### src/rtl/cdb_arbiter_if.sv
// Bundles the two completion push ports, their stalls, the CDB broadcast and the overflow flag.
interface cdb_arbiter_if #(
   parameter int ROB_W = 4
);
   logic             alu_valid;
   logic [ROB_W-1:0] alu_rob_id;
   logic [31:0]      alu_val;
   logic             alu_jmp;
   logic [31:0]      alu_addr;
   logic             alu_stall;

   logic             lsb_valid;
   logic [ROB_W-1:0] lsb_rob_id;
   logic [31:0]      lsb_val;
   logic             lsb_stall;

   logic             cdb_valid;
   logic [ROB_W-1:0] cdb_rob_id;
   logic [31:0]      cdb_val;
   logic             cdb_jmp;
   logic [31:0]      cdb_addr;
   logic             cdb_src;
   logic             ovf_err;

   modport master (
      output alu_valid, alu_rob_id, alu_val, alu_jmp, alu_addr,
      output lsb_valid, lsb_rob_id, lsb_val,
      input  alu_stall, lsb_stall,
      input  cdb_valid, cdb_rob_id, cdb_val, cdb_jmp, cdb_addr, cdb_src, ovf_err
   );

   modport slave (
      input  alu_valid, alu_rob_id, alu_val, alu_jmp, alu_addr,
      input  lsb_valid, lsb_rob_id, lsb_val,
      output alu_stall, lsb_stall,
      output cdb_valid, cdb_rob_id, cdb_val, cdb_jmp, cdb_addr, cdb_src, ovf_err
   );
endinterface

### src/rtl/cdb_arbiter.sv
// Round-robin CDB arbiter over per-source ALU/LSB queues; one registered broadcast per cycle, push->broadcast one edge later.
// No downstream backpressure; producers throttle on *_stall (count >= DEPTH-1). CDB_BYPASS_EN lets an empty source's push win the same edge.
module cdb_arbiter #(
   parameter int ROB_W = 4,
   parameter int DEPTH = 4
) (
   input logic           clk_in,
   input logic           rst_in,
   input logic           rdy_in,
   input logic           rob_clear,
   cdb_arbiter_if.slave  bus
);
   localparam int PW = $clog2(DEPTH);
   localparam int CW = PW + 1;

   typedef struct packed {
      logic [ROB_W-1:0] rob_id;
      logic [31:0]      val;
      logic             jmp;
      logic [31:0]      addr;
   } ent_t;

   ent_t          mem [2][DEPTH];
   logic [PW-1:0] head [2];
   logic [PW-1:0] tail [2];
   logic [CW-1:0] cnt  [2];

   ent_t       in_ent [2];
   logic [1:0] in_vld;
   logic [1:0] nonempty, full, cand, pop, byp, push;
   logic       any, grant, last_grant;
   ent_t       sel;

   ent_t       cdb_q;
   logic       cdb_valid_q, cdb_src_q, ovf_q;

   always_comb begin
      in_ent[0] = '{rob_id: bus.alu_rob_id, val: bus.alu_val, jmp: bus.alu_jmp, addr: bus.alu_addr};
      in_ent[1] = '{rob_id: bus.lsb_rob_id, val: bus.lsb_val, jmp: 1'b0, addr: 32'd0};
      in_vld    = {bus.lsb_valid, bus.alu_valid};
      for (int s = 0; s < 2; s++) begin
         nonempty[s] = (cnt[s] != '0);
         full[s]     = (cnt[s] == CW'(DEPTH));
      end
`ifdef CDB_BYPASS_EN
      cand = nonempty | in_vld;
`else
      cand = nonempty;
`endif
      any   = |cand;
      // On a tie the source that did not win last time gets the bus.
      grant = (&cand) ? ~last_grant : cand[1];
      for (int s = 0; s < 2; s++) begin
         pop[s]  = any && (grant == 1'(s)) && nonempty[s];
         byp[s]  = any && (grant == 1'(s)) && !nonempty[s];
         push[s] = in_vld[s] && !full[s] && !byp[s];
      end
      sel = (pop[grant]) ? mem[grant][head[grant]] : in_ent[grant];
   end

   always_ff @(posedge clk_in) begin
      if (rst_in && rdy_in && !rob_clear) begin
         for (int s = 0; s < 2; s++)
            if (push[s]) mem[s][tail[s]] <= in_ent[s];
      end
   end

   always_ff @(posedge clk_in or negedge rst_in) begin
      if (!rst_in) begin
         for (int s = 0; s < 2; s++) begin
            head[s] <= '0;
            tail[s] <= '0;
            cnt[s]  <= '0;
         end
         cdb_q       <= '0;
         cdb_valid_q <= 1'b0;
         cdb_src_q   <= 1'b0;
         last_grant  <= 1'b1;
         ovf_q       <= 1'b0;
      end else if (rdy_in) begin
         if (rob_clear) begin
            for (int s = 0; s < 2; s++) begin
               head[s] <= '0;
               tail[s] <= '0;
               cnt[s]  <= '0;
            end
            cdb_valid_q <= 1'b0;
            last_grant  <= 1'b1;
         end else begin
            for (int s = 0; s < 2; s++) begin
               if (push[s]) tail[s] <= tail[s] + 1'b1;
               if (pop[s])  head[s] <= head[s] + 1'b1;
               cnt[s] <= cnt[s] + CW'(push[s]) - CW'(pop[s]);
            end
            if (|(in_vld & full)) ovf_q <= 1'b1;
            cdb_valid_q <= any;
            if (any) begin
               cdb_q      <= sel;
               cdb_src_q  <= grant;
               last_grant <= grant;
            end
         end
      end
   end

   assign bus.alu_stall  = (cnt[0] >= CW'(DEPTH - 1));
   assign bus.lsb_stall  = (cnt[1] >= CW'(DEPTH - 1));
   assign bus.cdb_valid  = cdb_valid_q;
   assign bus.cdb_rob_id = cdb_q.rob_id;
   assign bus.cdb_val    = cdb_q.val;
   assign bus.cdb_jmp    = cdb_q.jmp;
   assign bus.cdb_addr   = cdb_q.addr;
   assign bus.cdb_src    = cdb_src_q;
   assign bus.ovf_err    = ovf_q;
endmodule

### src/flat_wrapper.sv
// flat-port wrapper written by rule: the top's interface ports become plain ports
module cdb_arbiter_flat 
#(
   parameter int ROB_W = 4,
   parameter int DEPTH = 4
)
  (clk_in, rst_in, rdy_in, rob_clear, bus_alu_valid, bus_alu_rob_id, bus_alu_val, bus_alu_jmp, bus_alu_addr, bus_lsb_valid, bus_lsb_rob_id, bus_lsb_val, bus_alu_stall, bus_lsb_stall, bus_cdb_valid, bus_cdb_rob_id, bus_cdb_val, bus_cdb_jmp, bus_cdb_addr, bus_cdb_src, bus_ovf_err);
  cdb_arbiter_if #(.ROB_W(ROB_W)) bus_i ();
  input logic clk_in;
  input logic rst_in;
  input logic rdy_in;
  input logic rob_clear;
  input wire logic [$bits(bus_i.alu_valid)-1:0] bus_alu_valid;
  input wire logic [$bits(bus_i.alu_rob_id)-1:0] bus_alu_rob_id;
  input wire logic [$bits(bus_i.alu_val)-1:0] bus_alu_val;
  input wire logic [$bits(bus_i.alu_jmp)-1:0] bus_alu_jmp;
  input wire logic [$bits(bus_i.alu_addr)-1:0] bus_alu_addr;
  input wire logic [$bits(bus_i.lsb_valid)-1:0] bus_lsb_valid;
  input wire logic [$bits(bus_i.lsb_rob_id)-1:0] bus_lsb_rob_id;
  input wire logic [$bits(bus_i.lsb_val)-1:0] bus_lsb_val;
  output wire logic [$bits(bus_i.alu_stall)-1:0] bus_alu_stall;
  output wire logic [$bits(bus_i.lsb_stall)-1:0] bus_lsb_stall;
  output wire logic [$bits(bus_i.cdb_valid)-1:0] bus_cdb_valid;
  output wire logic [$bits(bus_i.cdb_rob_id)-1:0] bus_cdb_rob_id;
  output wire logic [$bits(bus_i.cdb_val)-1:0] bus_cdb_val;
  output wire logic [$bits(bus_i.cdb_jmp)-1:0] bus_cdb_jmp;
  output wire logic [$bits(bus_i.cdb_addr)-1:0] bus_cdb_addr;
  output wire logic [$bits(bus_i.cdb_src)-1:0] bus_cdb_src;
  output wire logic [$bits(bus_i.ovf_err)-1:0] bus_ovf_err;
  assign bus_i.alu_valid = bus_alu_valid;
  assign bus_i.alu_rob_id = bus_alu_rob_id;
  assign bus_i.alu_val = bus_alu_val;
  assign bus_i.alu_jmp = bus_alu_jmp;
  assign bus_i.alu_addr = bus_alu_addr;
  assign bus_i.lsb_valid = bus_lsb_valid;
  assign bus_i.lsb_rob_id = bus_lsb_rob_id;
  assign bus_i.lsb_val = bus_lsb_val;
  assign bus_alu_stall = bus_i.alu_stall;
  assign bus_lsb_stall = bus_i.lsb_stall;
  assign bus_cdb_valid = bus_i.cdb_valid;
  assign bus_cdb_rob_id = bus_i.cdb_rob_id;
  assign bus_cdb_val = bus_i.cdb_val;
  assign bus_cdb_jmp = bus_i.cdb_jmp;
  assign bus_cdb_addr = bus_i.cdb_addr;
  assign bus_cdb_src = bus_i.cdb_src;
  assign bus_ovf_err = bus_i.ovf_err;
  cdb_arbiter #(.ROB_W(ROB_W), .DEPTH(DEPTH)) u_core (.clk_in(clk_in), .rst_in(rst_in), .rdy_in(rdy_in), .rob_clear(rob_clear), .bus(bus_i));
endmodule
### config.mk
export PLATFORM = sky130hd
export DESIGN_NAME = cdb_arbiter_flat
export DESIGN_NICKNAME = d
export VERILOG_FILES = /design/src/rtl/cdb_arbiter_if.sv /design/src/rtl/cdb_arbiter.sv /design/src/flat_wrapper.sv
export SDC_FILE = /design/constraint.sdc
export NUM_CORES = 1
export LEC_CHECK = 0
export BUFFER_PORTS_ARGS = -buffer_cell sky130_fd_sc_hd__buf_4
export CAP_MARGIN = 20
export CORE_ASPECT_RATIO = 0.7
export CORE_MARGIN = 4
export CORE_UTILIZATION = 30
export CTS_CLUSTER_DIAMETER = 200
export DETAILED_ROUTE_END_ITERATION = 8
export PLACE_DENSITY = 0.49
export SETUP_SLACK_MARGIN = 0.1
export SLEW_MARGIN = 20
export SYNTH_ARGS = -nofsm -noshare
export SYNTH_HDL_FRONTEND = slang
export SYNTH_SLANG_ARGS = --single-unit
### constraint.sdc
create_clock -name clk_in -period 2.9 [get_ports clk_in]
set_input_delay 0.435 -clock clk_in [delete_from_list [all_inputs] [get_ports clk_in]]
set_output_delay 0.435 -clock clk_in [all_outputs]
set_load 0.005 [all_outputs]
* After elaboration in Yosys (flattened, before gate mapping)
Memory sizes are Yosys's and may differ from the RTL's.
Index checks and enable logic that the tools add are counted.
** Storage, ports and cells
- Bits of input ports :: 111
- Latch bits :: 0
- RAM bits :: 552
- Logic and storage cells :: 113
- Register bits after elaboration :: 87
- Memories :: 1
- Memory bits (read-only) :: 0
** Cells by class
- Shifts and indexed selects :: 0
- Order comparisons :: 9
- Equal/unequal tests :: 2
- Div/mod/pow operators :: 0
- Reductions and logical operators :: 38
- Multipliers :: 0
- Add/sub/neg operators :: 8
- Multiplexer cells :: 33
- Bitwise logic cells :: 8
** Memory list
- u_core.mem :: words 2, width 276, read ports 1, clocked after Yosys merged registers in 0, write ports 2, RTL line cdb_arbiter.sv:23 : ent_t mem [2][DEPTH];
** Operators by type and width (number)
- 276-bit two-way mux :: 2
- 69-bit two-way mux :: 8
- 69-bit demux with 2-bit select :: 2
- 69-bit binary-select mux with 2-bit select :: 1
- 1-bit logical AND :: 14
- 2-bit two-way mux :: 7
- 2-bit AND reduction :: 6
- 1-bit two-way mux :: 10
- 2-bit nonzero test :: 5
- 3-bit >= comparator, second input constant :: 3
- 2-bit inverter with 3-bit output :: 3
- 2-bit by 1-bit adder with 2-bit output, second input constant :: 4
- 4-bit two-way mux :: 2
- 1-bit logical NOT :: 7
- 3-bit by 1-bit adder with 3-bit output :: 2
- 3-bit equality test, second input constant :: 2
- 3-bit by 2-bit >= comparator with 1-bit output, second input constant :: 2
- 3-bit by 1-bit < comparator with 1-bit output, second input constant :: 2
- 6-bit two-way mux :: 1
- 3-bit AND reduction :: 2
- 3-bit nonzero test :: 2
- 3-bit by 1-bit subtractor with 3-bit output :: 2
- 2-bit OR reduction :: 2
- 1-bit inverter :: 3
- other kinds (4) :: 4

* Logic depth before layout (Yosys ltp)
Gate-level depths: netlist of the first run.
- Depth in word-level cells :: 12
- Gate-level depth with buffers :: 12

* Least setup slack after synthesis of the first run
No wires, ideal clock.
- Path kind :: reg2reg
- From :: register u_core.cnt[4] (netlist name)
- To :: memory u_core.mem[0][0] (netlist name), enable pin
- Data required time :: 2.465 ns
- Setup time :: 0.435 ns
- Arrival :: 2.817 ns
- Cell stages (with the launch flop) :: 5
- Path slack :: -0.351 ns
- Path through :: dfrtp_1 nor2_1 a21boi_0 and3_1 and2_1
** RTL lines
- start: declaration :: RTL line cdb_arbiter.sv:26 : logic [CW-1:0] cnt [2];
- start signal: indexed assignment :: RTL line cdb_arbiter.sv:93 : cnt[s] <= cnt[s] + CW'(push[s]) - CW'(pop[s]);
- end: declaration :: RTL line cdb_arbiter.sv:23

* Final worst setup path of the first run
- From :: register u_core.cnt[2] (netlist name)
- To :: register u_core.cnt[5] (netlist name)
** On the way
- Longest elaborated chain between the ends :: 11
- Elaborated cells on any way between the ends :: 13
- Those cells by class :: add/sub: 2; mux: 2; bitwise: 1; reduce/logical: 8
** Ends and longest elaborated chain
- 3-bit nonzero test * :: RTL line cdb_arbiter.sv:42 : nonempty[s] = (cnt[s] != '0);
- 2-bit AND reduction :: RTL line cdb_arbiter.sv:52 : grant = (&cand) ? ~last_grant : cand[1];
- 1-bit two-way mux :: RTL line cdb_arbiter.sv:52
- 1-bit inverter :: RTL line cdb_arbiter.sv:54, cdb_arbiter.sv:55
- 1-bit logical AND * :: RTL line cdb_arbiter.sv:54, cdb_arbiter.sv:55
- 1-bit logical AND :: RTL line cdb_arbiter.sv:55 : byp[s] = any && (grant == 1'(s)) && !nonempty[s];
- 1-bit logical NOT :: RTL line cdb_arbiter.sv:56 : push[s] = in_vld[s] && !full[s] && !byp[s];
- 1-bit logical AND :: RTL line cdb_arbiter.sv:56
- 3-bit by 1-bit adder with 3-bit output :: RTL line cdb_arbiter.sv:93
- 3-bit by 1-bit subtractor with 3-bit output * :: RTL line cdb_arbiter.sv:93
- 6-bit two-way mux * :: RTL line cdb_arbiter.sv:81 : if (rob_clear) begin
Mark *: on every way between the ends. The rest lies on a longest branch, timed or not.
A chain may end at the register's enable or synchronous reset.

==> results of run 1 <==
[Yosys cell counts (2+ instances only)]
master and n:
mux2i_1 38, inv_1 17, nand3_1 36, o221ai_1 34, o311ai_1 30, buf_2 16
and2_1 8, mux4_2 24, o221ai_2 2, o22ai_1 5, clkbuf_1 51, buf_6 3
fa_1 2, edfxtp_1 420, a21o_1 3, a211oi_1 73, and3_1 4, a211oi_2 2
nor2b_1 82, mux2_2 46, o21ai_0 32, a22o_1 27, buf_1 5, nand2_1 51
clkbuf_2 3, ha_1 14, a221oi_1 8, o311ai_0 6, nor2_1 5, o21ai_1 2
dfrtp_1 86
[cells by family (layout without fill, tap and decap cells)]
group                      after synthesis  count (layout)
AOI/OAI and AO/OA                      236             236
xor gates and xnor gates                 2               2
adders and majority gates               16              16
buffers and inverters                   97             391
DFF                                    507             507
muxes                                  108             108
and+or+nand+nor                        195             195
[layer usage]
| layer | track usage, % | routed length [µm] | vias to the layer above |
|---|---|---|---|
| met1 | 21.7 | 25200 | 5712 |
| met2 | 23.1 | 23500 | 269 |
| met5 | 0 | 55 | - |
| li1 | - | - | 5144 |
| met3 | 3.53 | 3090 | 84 |
| met4 | 3.75 | 1070 | 8 |
[power by group]
| group | switching [mW] | internal [mW] |
|---|---|---|
| Sequential | 0.541 | 8.60 |
| Combinational | 4.00 | 2.77 |
| Clock | 2.79 | 4.00 |
[worst register-to-register path: stages (launching register included)]
cell and delay, ps:
dfrtp_1 420, or3_2 640, a21oi_2 270, ha_1 280, inv_1 60, ha_1 130, inv_1 50, fa_1 370
xor2_1 160, o22ai_1 80
[state kept, by name, indices dropped and copies added (netlist names)]
signal,count
u_core.bus.cdb_addr,32
u_core.bus.cdb_jmp,1
u_core.bus.cdb_rob_id,4
u_core.bus.cdb_src,1
u_core.bus.cdb_val,32
u_core.bus.cdb_valid,1
u_core.bus.ovf_err,1
u_core.cnt,6
u_core.head,4
u_core.last_grant,1
u_core.mem,420
u_core.tail,4
[through the flow]
stage	utilization, %	hold WS (ps)	instance area, µm²	setup slack, ps
floorplan	-	139	19800	222
global placement	34.8	330	22600	171
detailed placement	34.8	331	22600	331
CTS	38.2	0.206	24800	338
global route	38.2	13.0	24800	233
finish	38.2	46.8	24800	321
[path summary, 6_finish.rpt]
kind                                         start                 endpoint  slack, ps  cells past startpoint
min                              bus_lsb_rob_id[0]       u_core.mem[1][272]         50                      1
min in group asynchronous                   rst_in           u_core.head[0]        340                      2
max in group asynchronous                   rst_in           u_core.head[3]        820                      4
max                                  u_core.cnt[2]            u_core.cnt[5]        320                      9
max reg2reg                          u_core.cnt[2]            u_core.cnt[5]        320                      9
min reg2reg                u_core.bus.cdb_addr[16]  u_core.bus.cdb_addr[16]        480                      2
[area by class of cell]
cell class	count	share of cell area (%)
Clock buffer	74	6.10
Clock inverter	23	0.942
Inverter	19	0.292
Multi-Input combinational cell	557	18.7
Sequential cell	507	59.6
Tap cell	880	4.43
Timing Repair Buffer	275	9.97
[timing repair]
| item | 4_1_cts | 5_1_grt |
|---|---|---|
| endpoints found under the hold margin | 177 | 0 |
| hold buffers | 45 | 0 |
| setup buffers | 0 | 0 |
==> results.ini, run 1 <==
[placement]
port_buffers = 184
hpwl_mm = 31.6
placedCellCount = 2193
gp_congestion = 0.735

[worst_setup_path]
required_ps = 3340
crit_path_end_kind = flop
crit_arrival_ps = 3020
slowest_delay_ps = 640
crit_family = adder cells
crit_path_max_fanout = 7
startpoint_type = flop
cp_num_buf_inv = 2
crit_path_top_delay_cell = or3_2
crit_chain = or3_2 -> a21oi_2 -> ha_1 -> inv_1 -> ha_1 -> inv_1 -> fa_1 -> xor2_1 -> o22ai_1
criticalPathCategory = flop to flop

[job]
drv_cap = 0

[routing]
antenna_left = 0
wirelength_mm = 53.0
avgRoutedWirePerCell_um = 22.7
vias_per_cell = 4.80
drc_errors = 0
dr.pass1.iters = 4
drtIter0Drc = 720
vias = 11217

[clock_network]
post_cts_resized = 0
cts_tree = yes
cts.sink_count = 507
htree_levels = 2
cts_buffers = 52
clock_latency_ps = 590
cts_buffer_depth = 3
clk_pin_slew_ps = 60
cts-root-buf = clkbuf_16

[power_and_ir_drop]
p_total_mw = 22.7
power_leakage_nw = 8.57
vdd_drop_max_v = 0.000643
power.density_nw_per_um2 = 914

[status]
status = finished clean

[logic_synthesis]
synth_top_family_by_area = compound AO/OA/AOI/OAI gates
postSynthAreaPerCell_um2 = 17.0
synth_fp_nets = 1288
syn_inst = 1161
synthArstFlopShare_pct = 17.2
synth_area_um2 = 19800
synthSimpleGateAreaFrac_pct = 5.27
synth-seq-area-share_pct = 74.7
synth.largest_area_cell = edfxtp_1
muxShareOfSynthArea_pct = 7.27
synth_warnings = 0
yosys.area.top_type_share_pct = 63.7
synth-edff-count = 420
synth_seq_cells = 507
yosysUniqueCellTypes = 57
synth_flop_cell = edfxtp_1
synthTopCellsByArea = edfxtp_1 (64%), dfrtp_1 (11%), a211oi_1 (2.8%)
synth_xor_xnor_area_share_pct = 0.0885
synthAdderAreaFrac_pct = 1.09
synth_compound_area_share_pct = 9.46

[final_layout]
fill_cells = 6021
syn_to_final_growth_pct = 25.6
layoutNonFillerInstCount = 2335
diodes = 0
layout_common_cells = edfxtp_1 (420), buf_4 (206), dfrtp_1 (83), nor2b_1 (82), a211oi_1 (72)
final_nets = 1539
final_common_cell = edfxtp_1
final-seq-area_um2 = 14800
multi_input_area_um2 = 4640
drive_gt1_share_pct = 28.2

[floorplanning]
start_util_pct = 30.4
rows = 78
die-area_um2 = 70200
core_area_um2 = 65100
ioPinCount = 185
die_w_um = 315
die_y_um = 223

[sta]
rsz0062_at_grt = no
max-slew-margin-rel_pct = 44.6
finalClockSkew_ps = 15.7
final.setup.tns_ps = 0
period_minus_slack_ps = 2580
fmax_mhz = 388
tightest_slew_ps = 830
hold_violations = 0
report.final.slew_viol_count = 0
fin_crit_sh_pct = 88.9
setup_viol = 0

[global_route]
grt_remaining_overflow = 0
track_usage_pct = 15.1
grt_max_degree = 78
grt_pass1_wl_mm = 79.1
grt_pass1_vias = 11820
antenna_found_initial = 5

[hold_path]
hp-class = input port to flop

(Power assumes the default switching activity.)
==> run 2, diff against run 1 <==
--- a/config.mk
+++ b/config.mk
@@ -8,11 +8,11 @@
 export BUFFER_PORTS_ARGS = -buffer_cell sky130_fd_sc_hd__buf_4
 export CAP_MARGIN = 20
 export CORE_ASPECT_RATIO = 0.7
-export CORE_MARGIN = 4
-export CORE_UTILIZATION = 30
+export CORE_MARGIN = 2
+export CORE_UTILIZATION = 50
 export CTS_CLUSTER_DIAMETER = 200
 export DETAILED_ROUTE_END_ITERATION = 8
-export PLACE_DENSITY = 0.49
+export PLACE_DENSITY = 0.73
 export SETUP_SLACK_MARGIN = 0.1
 export SLEW_MARGIN = 20
 export SYNTH_ARGS = -nofsm -noshare
==> results.ini, run 2 (synthesis gave the netlist of run 1 again) <==
[final_layout]
fin_area_um2 = 23800
final_common_cell = edfxtp_1
syn_to_final_growth_pct = 20.0
multi_input_area_um2 = 4640
utilization_pct = 61.3
layoutNonFillerInstCount = 1933
layout_common_cells = edfxtp_1 (420), buf_4 (213), dfrtp_1 (83), nor2b_1 (82), a211oi_1 (72)
fill_cells = 2895
final-seq-area_um2 = 14800
largest_register_ffs = 420
drive_gt1_share_pct = 28.5
final_nets = 1493

[worst_setup_path]
crit_path_top_delay_cell = or3_2
criticalPathCategory = flop to flop
crit_arrival_ps = 3010
slowest_delay_ps = 650
crit_chain = or3_2 -> a21oi_2 -> ha_1 -> inv_1 -> ha_1 -> inv_1 -> fa_1 -> xor2_1 -> o22ai_1
crit_path_end_kind = flop
startpoint_type = flop
required_ps = 3330
crit_path_max_fanout = 11

[global_route]
track_usage_pct = 22.1
grt_pass1_vias = 11551
grt_max_degree = 65
grt_pass1_wl_mm = 68.7
grt_remaining_overflow = 0
antenna_found_initial = 2

[job]
drv_cap = 0

[sta]
final.setup.tns_ps = 0
finalClockSkew_ps = 25.5
tightest_slew_ps = 904
hold_violations = 0
rsz0062_at_grt = no
fmax_mhz = 388
max-slew-margin-rel_pct = 39.7
period_minus_slack_ps = 2580
setup_viol = 0
hold_ws_ps = 60.1
fin_crit_sh_pct = 88.8
report.final.slew_viol_count = 0

[routing]
vias = 11236
antenna_left = 0
dr.pass1.iters = 5
vias_per_cell = 5.81
drtIter0Drc = 998
wirelength_mm = 45.0
avgRoutedWirePerCell_um = 23.3
drc_errors = 0

[clock_network]
clock_latency_ps = 580
htree_levels = 2
cts-root-buf = clkbuf_16
cts.sink_count = 507
cts_buffers = 47
cts_tree = yes
cts_buffer_depth = 3
clk_pin_slew_ps = 60

[placement]
dpl_cell_area_um2 = 22200
hpwl_mm = 28.0
placedCellCount = 1843
port_buffers = 184
gp_congestion = 0.773

[status]
status = finished clean

[floorplanning]
die_w_um = 242
die-area_um2 = 41200
start_util_pct = 51.1
die_y_um = 170
core_area_um2 = 38700
ioPinCount = 185
rows = 60

[power_and_ir_drop]
p_clk_share_pct = 28.4
p_seq_share_pct = 41.6
comb_power_share_pct = 30.0
p_sw_mw = 6.91
vdd_drop_max_v = 0.000723
swShare_pct = 31.7
power.density_nw_per_um2 = 919
power_leakage_nw = 8.30
internal_power_mw = 14.9

[hold_path]
hp-class = input port to flop

-- run 2: changes by cell type in the layout (fill, tap and decap cells not counted), sizes merged, moves of 2 or more --
cell	delta
dlygate4sd3	-44
clkinv	-5
clkinvlp	-2
buf	+3
-- run 2: power groups by stage --
stage | sequential (mW) | combinational (mW) | clock (mW)
floorplan | 9.11 | 4.00 | 0
global placement | 9.21 | 6.39 | 0
detailed placement | 9.22 | 6.57 | 0
CTS | 9.08 | 6.58 | 6.29
global route | 9.16 | 7.16 | 6.58
finish | 9.09 | 6.55 | 6.19
-- run 2: cell type report --
class / instances / share of cell area (%)
Sequential cell: 507 / 62.3
Multi-Input combinational cell: 557 / 19.5
Timing Repair Buffer: 234 / 8.46
Clock buffer: 73 / 5.92
Tap cell: 527 / 2.78
Clock inverter: 15 / 0.685
Inverter: 19 / 0.300
Antenna cell: 1 / 0.0105
-- run 2: critical path: cells and delay by family, from the launching register on --
kind / cells / cell delay (ps)
buffers and inverters: 2 / 100
AOI/OAI and AO/OA: 2 / 350
and+or+nand+nor: 1 / 650
DFF: 1 / 410
adders and majority gates: 3 / 770
xor gates and xnor gates: 1 / 160
-- run 2: metal layers --
layer  part of all wire (%)  wire, µm  vias up  track usage, %
met2                     48     21400      348            35.0
met3                    6.3      2820       64            4.27
met1                     44     19800     5794            31.6
li1                       -         -     5028               -
met4                    2.2       976        2            6.04
met5                  0.027        12        -               0
-- run 2: worst paths after layout --
check | startpoint | cells after the start | slack [ps] | to
setup / recovery | u_core.cnt[2] | 9 | 320 | u_core.cnt[5]
hold / removal | bus_lsb_val[21] | 1 | 60 | u_core.mem[1][54]
setup reg to reg | u_core.cnt[2] | 9 | 320 | u_core.cnt[5]
hold reg to reg | u_core.bus.cdb_src | 2 | 490 | u_core.bus.cdb_src
max in group asynchronous | rst_in | 3 | 1890 | u_core.head[3]
min in group asynchronous | rst_in | 3 | 560 | u_core.bus.cdb_val[4]
-- run 2: timing repair --
item / in CTS / in global routing
buffers inserted: 0 / 0
hold buffers: 1 / 0
endpoints found under the hold margin: 49 / 0
endpoints found under the setup margin: 0 / 1
gates resized for setup: 0 / 1
-- run 2: through the flow --
step / setup WS, ps / power (mW)
floorplan: 222 / 13.1
global placement: 362 / 15.6
detailed placement: 237 / 15.8
CTS: 235 / 22.0
global route: 168 / 22.9
finish: 324 / 21.8
